--- src/rtl/tof_clks_pkg.sv ---
// Shared constants and types for the tof_clks modulation-clock generator.
// Channel fields default to CNT_W_DEF bits wide.
package tof_clks_pkg;

    localparam int CNT_W_DEF = 8;
    localparam int N_CH      = 3;

    typedef struct packed {
        logic [CNT_W_DEF-1:0] duty;
        logic [CNT_W_DEF-1:0] delay;
    } ch_cfg_t;

endpackage

--- src/rtl/tof_clks_phase.sv ---
// One modulation channel: clamps delay, derives the channel phase from the shared
// period counter and registers the duty compare as the channel output.
module tof_clks_phase
    import tof_clks_pkg::*;
#(
    parameter int CNT_W = CNT_W_DEF
) (
    input  logic             clk,
    input  logic             rst,
    input  logic             valid,
    input  logic [CNT_W-1:0] cnt,
    input  logic [CNT_W-1:0] period,
    input  logic [CNT_W-1:0] delay,
    input  logic [CNT_W-1:0] duty,
    output logic             clk_out
);

    logic [CNT_W-1:0] delay_eff;
    logic [CNT_W:0]   phase;
    logic             hit;

    // A delay of a full period or more wraps to no delay at all; the phase sum is
    // taken one bit wider so cnt + period never overflows.
    always_comb begin
        delay_eff = (delay >= period) ? '0 : delay;
        if (cnt >= delay_eff)
            phase = {1'b0, cnt - delay_eff};
        else
            phase = {1'b0, cnt} + {1'b0, period} - {1'b0, delay_eff};
        hit = (period != '0) && (phase < {1'b0, duty});
    end

    always_ff @(posedge clk) begin
        if (rst)
            clk_out <= 1'b0;
        else if (valid)
            clk_out <= hit;
        else
            clk_out <= 1'b0;
    end

endmodule

--- src/rtl/tof_clks.sv ---
// Three-channel ToF modulation clock generator: shared period counter plus one phase
// channel per output. Define TOF_CLKS_SHADOW_EN to double-buffer the configuration.
module tof_clks
    import tof_clks_pkg::*;
#(
    parameter int CNT_W = CNT_W_DEF
) (
    input  logic             CLKIN,
    input  logic             rst,
    input  logic             VALID,
    input  logic [CNT_W-1:0] PERIOD,
    input  logic [CNT_W-1:0] DUTY1,
    input  logic [CNT_W-1:0] DUTY2,
    input  logic [CNT_W-1:0] DUTY3,
    input  logic [CNT_W-1:0] DELAY1,
    input  logic [CNT_W-1:0] DELAY2,
    input  logic [CNT_W-1:0] DELAY3,
    output logic             CLKOUT1,
    output logic             CLKOUT2,
    output logic             CLKOUT3
);

    localparam logic [CNT_W-1:0] ONE = CNT_W'(1);

    logic [CNT_W-1:0] cnt;
    logic [CNT_W-1:0] period;
    logic [CNT_W-1:0] duty      [N_CH];
    logic [CNT_W-1:0] delay     [N_CH];
    logic [CNT_W-1:0] duty_in   [N_CH];
    logic [CNT_W-1:0] delay_in  [N_CH];
    logic             clk_out   [N_CH];

    assign duty_in[0]  = DUTY1;
    assign duty_in[1]  = DUTY2;
    assign duty_in[2]  = DUTY3;
    assign delay_in[0] = DELAY1;
    assign delay_in[1] = DELAY2;
    assign delay_in[2] = DELAY3;

`ifdef TOF_CLKS_SHADOW_EN
    logic [CNT_W-1:0] period_sh;
    logic [CNT_W-1:0] duty_sh  [N_CH];
    logic [CNT_W-1:0] delay_sh [N_CH];
    logic             load;

    // New settings are only taken while idle or at a period boundary so a running
    // pulse is never cut short.
    assign load = !VALID || (cnt == period_sh - ONE) || (period_sh == '0);

    always_ff @(posedge CLKIN) begin
        if (rst) begin
            period_sh <= '0;
            for (int i = 0; i < N_CH; i++) begin
                duty_sh[i]  <= '0;
                delay_sh[i] <= '0;
            end
        end else if (load) begin
            period_sh <= PERIOD;
            for (int i = 0; i < N_CH; i++) begin
                duty_sh[i]  <= duty_in[i];
                delay_sh[i] <= delay_in[i];
            end
        end
    end

    assign period = period_sh;
    assign duty   = duty_sh;
    assign delay  = delay_sh;
`else
    assign period = PERIOD;
    assign duty   = duty_in;
    assign delay  = delay_in;
`endif

    always_ff @(posedge CLKIN) begin
        if (rst)
            cnt <= '0;
        else if (!VALID || period == '0 || cnt == period - ONE)
            cnt <= '0;
        else
            cnt <= cnt + ONE;
    end

    for (genvar g = 0; g < N_CH; g++) begin : g_ch
        tof_clks_phase #(
            .CNT_W (CNT_W)
        ) u_phase (
            .clk     (CLKIN),
            .rst     (rst),
            .valid   (VALID),
            .cnt     (cnt),
            .period  (period),
            .delay   (delay[g]),
            .duty    (duty[g]),
            .clk_out (clk_out[g])
        );
    end

    assign CLKOUT1 = clk_out[0];
    assign CLKOUT2 = clk_out[1];
    assign CLKOUT3 = clk_out[2];

endmodule

--- config.mk ---
export PLATFORM = sky130hd
export DESIGN_NAME = tof_clks
export DESIGN_NICKNAME = d
export VERILOG_FILES = /design/src/rtl/tof_clks_pkg.sv /design/src/rtl/tof_clks_phase.sv /design/src/rtl/tof_clks.sv
export SDC_FILE = /design/constraint.sdc
export NUM_CORES = 1
export LEC_CHECK = 0
export CORE_ASPECT_RATIO = 1.1
export CORE_UTILIZATION = 35
export DETAILED_ROUTE_END_ITERATION = 8
export SYNTH_ARGS = -nofsm -noshare
export SYNTH_HDL_FRONTEND = slang
export SYNTH_SLANG_ARGS = --single-unit
--- constraint.sdc ---
create_clock -name CLKIN -period 5 [get_ports CLKIN]
set_input_delay 1 -clock CLKIN [delete_from_list [all_inputs] [get_ports CLKIN]]
set_output_delay 1 -clock CLKIN [all_outputs]
set_load 0.005 [all_outputs]
==> impl_metrics.tcl, run 1 <==
set metrics [dict create \
    status "complete, no violations" \
    period_share 0.993 \
    syn_area_per_cell_um2 7.62 \
    yosys_register_bits 11 \
    cp.arrival_ns 5.15 \
    p_switching_mw 0.507 \
    clk_pin_slew_ns 0.06 \
    swShare 0.402 \
    final-max-slew-violation-count 0 \
    relSlewSlack 0.539 \
    dp_hpwl_mm 10.6 \
    antenna_found_initial 0 \
    first_iter_violations 142 \
    synth.top_cells.by_area "ha_1, a21oi_1, xnor2_1" \
    core_um2 11100 \
    setup_viol 0 \
    pre_cts_ws_ns -0.878 \
    layout-drive-gt1-share 0.299 \
    grt_setup_unrepaired "yes" \
    antennaDiodeCount 0 \
    cts_root_buf "clkbuf_16" \
    tightest_slew_ns 0.687 \
    drc 0 \
    hold_path.class "reg2reg" \
    nets 909 \
    cts.sinks 11 \
    grt_usage 0.219 \
    clkLatencyLatePin_ns 0.26 \
    crit_family "compound AO/OA/AOI/OAI gates" \
    stdcell_area_um2 6330 \
    slowest_stage "clkdlybuf4s50_1" \
    grt_pass1_vias 4514 \
    synth-seq-area-share 0.0543 \
    vias 4647 \
    numCtsBuffers 3 \
    fin_ws_ns 0.0332 \
    peakVddDrop_mv 0.103 \
    synthCells 533 \
    synth_top_cell_area_share 0.318 \
    path_max_fanout 2 \
    clkPwrFrac 0.129 \
    startpoint_type "input pin" \
    grt_max_degree 15 \
    io_buffers 61 \
    period_needed_ns 4.97 \
    crit_buf_inv 2 \
    endpoint_kind "flip-flop" \
    busiest_layer "met2" \
    path_cells "clkdlybuf4s50_1 -> ha_2 -> o21a_1 -> o21ai_2 -> and2_4 -> ha_4 -> inv_2 -> fa_2 -> a21o_1 -> a211oi_2 -> nor2_2 -> or3_1 -> nand3_2 -> o21ai_2 -> ha_1 -> a21o_1 -> a211oi_2 -> o2111ai_1 -> o21ai_1 -> a21boi_2" \
    cp_slowest_stage_delay_ns 0.53 \
    routed_wl_mm 13.4 \
    ant_nets 0 \
    synth.distinct_cells 41 \
    grt_pass1_wl_mm 20.8 \
    area_growth_syn_to_layout_pct 55.9 \
    fmax_mhz 201 \
    synth_ff_type "dfxtp_1" \
    initial_core_util 0.365 \
    yosys_warnings 0 \
    synth_edf_count 0 \
    ff2ff_setup_slack_ns 0.70 \
    dpl_cell_area_um2 5800 \
    synth_area_leader_cell "ha_1" \
    synth_area_um2 4060 \
    grt_overflow 0 \
    cts_buffer_depth 2 \
    pwr_density_cell_nw_per_um2 199 \
    synth-async-reset-ratio 0 \
    pwr-share-comb 0.796 \
    hold_buffers 0 \
    synth.most_common_cell "ha_1" \
    synthTopCellsByCount "ha_1, a21oi_1, inv_1, nand2_1, nor2_1" \
    cts_tree "yes" \
    die_w_um 105 \
    gp_congestion 0.928 \
    max_cap_violations 0 \
    drt_pass1_iterations 4 \
    die_y_um 115 \
    internal-power_mw 0.754 \
    fin_skew_ns 0.0157 \
    h-tree-depth 1 \
    cp_data_required_time_ns 5.18 \
    wire_per_inst_um 15.1 \
    critical_path_class "in2reg" \
    pwr-share-seq 0.076 \
    num_rows 40 \
    grt_util_met1 0.264 \
    die_area_um2 12000 \
    vias_per_cell 5.24 \
    ios 62 \
    syn_nets 702 \
    met3_usage 0.0159 \
    leakage_nw 3.19 \
    met2_usage 0.417 \
    hold_viol_final 0 \
    fin_setup_tns_ns 0 \
]
==> sequential cells by signal (all words and copies together) (netlist names) <==
| register | flops |
|---|---|
| cnt | 8 |
| g_ch.u_phase.clk_out | 3 |
==> final cells by class <==
class | count | area (µm²)
sequential | 11 | 220
tap | 147 | 184
inverter | 43 | 169
clock buffer | 4 | 78.8
multi-input combinational | 475 | 3970
timing repair buffer | 206 | 1710
fill | 1064 | 4780
==> final timing paths <==
path	from	endpoint	depth (start not counted)
worst max-delay path	DELAY2[6]	g_ch[1].u_phase.clk_out	20
worst min-delay path	cnt[0]	cnt[0]	1
worst max register to register	cnt[1]	g_ch[1].u_phase.clk_out	19
worst min register to register	cnt[0]	cnt[0]	1
==> power by group through the flow <==
stage / Clock, mW / Sequential [mW] / Combinational (mW)
floorplan: 0 / 0.0965 / 0.521
global placement: 0 / 0.0967 / 0.880
detailed placement: 0 / 0.0968 / 0.904
CTS: 0.166 / 0.0952 / 0.942
global route: 0.165 / 0.0958 / 1.12
finish: 0.162 / 0.0954 / 1.00
==> placed cells by master, fill, tap and decap left out, drive strengths merged, types with 4 or more instances in the layout <==
cell type | Yosys | final
nand2 | 41 | 41
nor3 | 4 | 4
a31o | 4 | 4
a211oi | 6 | 6
fa | 7 | 7
ha | 103 | 103
xor2 | 19 | 19
dlymetal6s2s | 0 | 11
mux2i | 11 | 11
o21ai | 53 | 53
buf | 3 | 146
clkdlybuf4s50 | 0 | 40
nand2b | 16 | 16
nor2 | 40 | 40
o21a | 8 | 8
and2 | 6 | 6
a21o | 18 | 18
a21oi | 49 | 49
or3 | 6 | 6
inv | 43 | 43
nor2b | 13 | 13
xnor2 | 28 | 28
nand3 | 10 | 10
clkbuf | 1 | 10
dfxtp | 11 | 11
==> stage by stage <==
| stage | total power [mW] | hold slack, ns | util | instances |
|---|---|---|---|---|
| 2_1_floorplan | 0.618 | 0.440 | - | 533 |
| 3_3_place_gp | 0.976 | 0.467 | 0.522 | 865 |
| 3_5_place_dp | 1.00 | 0.468 | 0.522 | 865 |
| 4_1_cts | 1.20 | 0.486 | 0.541 | 878 |
| 5_1_grt | 1.38 | 0.510 | 0.570 | 886 |
| 6_report | 1.26 | 0.487 | 0.570 | 886 |
==> metal layers <==
layer  vias up  part of all wire
met4         0             0.026
met2        69              0.50
met3        19             0.037
met1      2212              0.43
li1       2347                 -
met5         -                 0
==> what timing repair did <==
item,CTS,global route
pin swaps,28,49
setup buffers,9,8
resized for setup,40,77
hold endpoints to repair,0,0
setup endpoints to repair,3,3
==> kinds of logic after synthesis <==
| group | Yosys count | share of synthesized area |
|---|---|---|
| compound gates | 163 | 0.251 |
| xor+xnor | 47 | 0.101 |
| fa+ha+maj | 110 | 0.352 |
| buf+inv | 47 | 0.0444 |
| flops | 11 | 0.0543 |
| mux | 11 | 0.0271 |
| simple gates | 144 | 0.170 |
No activity file was read; power rests on OpenSTA's default activity.
==> run 2: changes to the inputs <==
Settings changed: SETUP_SLACK_MARGIN set to 0.2, SLEW_MARGIN set to 20.
==> run 2 against run 1 <==
Compared with the run above:
- wire length increased by 0.11%
- final cell count increased by 1.2%
- flip-flop and latch count unchanged
- hold slack better by 0.023 ns
- global-route usage rose by 0.40 points
- cell area grew 3.3%
- non-clock buffer count grew 11
- clock power shrank 2%
- critical path type unchanged
- critical endpoint is now g_ch[0].u_phase.clk_out
==> impl_metrics.tcl, run 2 (synthesis results as in run 1) <==
set metrics [dict create \
    status "complete, no violations" \
    endpoint_kind "flip-flop" \
    ant_nets 0 \
    fin_skew_ns 0.00675 \
    startpoint_type "input pin" \
    cts_tree "yes" \
    cts_root_buf "clkbuf_16" \
    nets 920 \
    cts.sinks 11 \
    whs_path_depth 1 \
    ff2ff_setup_slack_ns 0.75 \
    hold_path.class "reg2reg" \
    max_cap_violations 0 \
    die_area_um2 12000 \
    period_needed_ns 4.83 \
    top_register "cnt" \
    cp_data_required_time_ns 5.19 \
    fmax_mhz 207 \
    crit_start "DELAY1[4]" \
    numCtsBuffers 3 \
    vias_per_cell 5.16 \
    worstSetupEndpoint "g_ch[0].u_phase.clk_out" \
    leakage_nw 3.21 \
    first_iter_violations 169 \
    hold_viol_final 0 \
    largest_register_ffs 8 \
    die_y_um 115 \
    final_cell_mix "buf_4, ha_1, nand2_1, nor2_1, a21oi_1" \
    grt_pass1_wl_mm 21.3 \
    grt_pass1_vias 4633 \
    pre_cts_ws_ns -0.716 \
    dp_hpwl_mm 10.5 \
    hold_buffers 0 \
    die_w_um 105 \
    gp_congestion 0.883 \
    clkLatencyLatePin_ns 0.25 \
    ios 62 \
    path_max_fanout 3 \
    grt_max_degree 14 \
    area_growth_syn_to_layout_pct 61.1 \
    ff2ff_path_depth 19 \
    cts_buffer_depth 2 \
    relSlewSlack 0.522 \
    drc 0 \
    drt_pass1_iterations 4 \
    peakVddDrop_mv 0.102 \
    cp.arrival_ns 5.02 \
    initial_core_util 0.365 \
    layout-drive-gt1-share 0.337 \
    r2r_start "cnt[1]" \
    io_buffers 61 \
    final-max-slew-violation-count 0 \
    tightest_slew_ns 0.712 \
    antennaDiodeCount 0 \
    grt_overflow 0 \
    wire_per_inst_um 14.9 \
    grt_setup_unrepaired "yes" \
    fin_ws_ns 0.171 \
    dpl_cell_area_um2 5810 \
    critical_path_class "in2reg" \
    final_common_cell "buf_4" \
    h-tree-depth 1 \
    vias 4631 \
    r2r_end "g_ch[1].u_phase.clk_out" \
    antenna_found_initial 0 \
    setup_viol 0 \
    core_um2 11100 \
    clk_pin_slew_ns 0.05 \
    routed_wl_mm 13.4 \
    largestRegisters "cnt x8, g_ch.u_phase.clk_out x3" \
    period_share 0.966 \
    stdcell_area_um2 6540 \
    pwr_density_cell_nw_per_um2 195 \
    num_rows 40 \
    grt_usage 0.223 \
]
-- run 2: cell count changes in the layout (fill, tap and decap cells not counted), moves of 3 or more --
cell             delta
a21oi_2             +4
ha_4                +7
dlymetal6s2s_1      -8
buf_4               +9
clkdlybuf4s50_1     -8
clkbuf_2            -4
buf_2               +3
a21oi_1             -4
ha_1                -7
dlygate4sd2_1      +12
buf_6               +6
-- run 2: worst min path at each step --
| stage | start | endpoint | slack (ns) |
|---|---|---|---|
| 6_report | cnt[0] | cnt[0] | 0.51 |
| 3_5_place_dp | cnt[0] | cnt[0] | 0.48 |
| 5_1_grt | cnt[0] | cnt[0] | 0.52 |
| 4_1_cts | cnt[0] | cnt[0] | 0.49 |
| 3_3_place_gp | cnt[0] | cnt[0] | 0.47 |
| 2_1_floorplan | cnt[0] | cnt[0] | 0.44 |
-- run 2: worst max-delay path, cell delays in order --
cell and delay (ns):
clkdlybuf4s50_1 0.44, ha_2 0.21, a2111oi_4 0.30, o21ai_1 0.13
o21ai_2 0.09, and2_4 0.19, ha_4 0.13, inv_2 0.04
fa_2 0.38, a21o_1 0.21, a211oi_2 0.20, nor2_1 0.09
or3_1 0.34, nand3_1 0.08, o21ai_1 0.06, ha_1 0.29
a21o_1 0.19, a211oi_2 0.24, o2111ai_1 0.14, o21ai_1 0.12
a21boi_2 0.15
-- run 2: what timing repair did --
item,in CTS,in global routing
hold endpoints to repair,0,0
gates resized for setup,113,51
pin swaps,51,56
buffers inserted,16,13
endpoints found under the setup margin,3,3
cloned,1,0
-- run 2: layer usage --
| layer | up-vias | routed length, µm | global-route usage |
|---|---|---|---|
| li1 | 2359 | - | - |
| met1 | 2159 | 5680 | 0.268 |
| met2 | 96 | 6640 | 0.419 |
| met3 | 17 | 769 | 0.0181 |
| met4 | 0 | 283 | 0.0704 |
| met5 | - | 0 | 0 |
-- run 2: per-stage QoR --
stage                     hold WS (ns)  setup TNS [ns]  utilization  power, mW  cells
after global routing             0.517         -0.0414        0.588       1.39    897
final                            0.510               0        0.588       1.27    897
after global placement           0.468           -1.78        0.523      0.978    863
after CTS                        0.492               0        0.565       1.23    884
after detailed placement         0.481           -2.03        0.523       1.00    863
after floorplan                  0.440               0            -      0.624    533
-- run 2: layout make-up --
class,instances,area (µm²)
multi-input cells,475,4100
clock buffers,4,78.8
repair buffers,217,1780
flip-flops and latches,11,220
inverters,43,181
well taps,147,184
fillers,1018,4570
-- run 2: power by group --
part           total [mW]  switching, mW  internal (mW)  leakage (nW)
combinational        1.02          0.459          0.561          3.08
sequential         0.0956        0.00335         0.0922        0.0892
clock               0.158         0.0496          0.108        0.0382
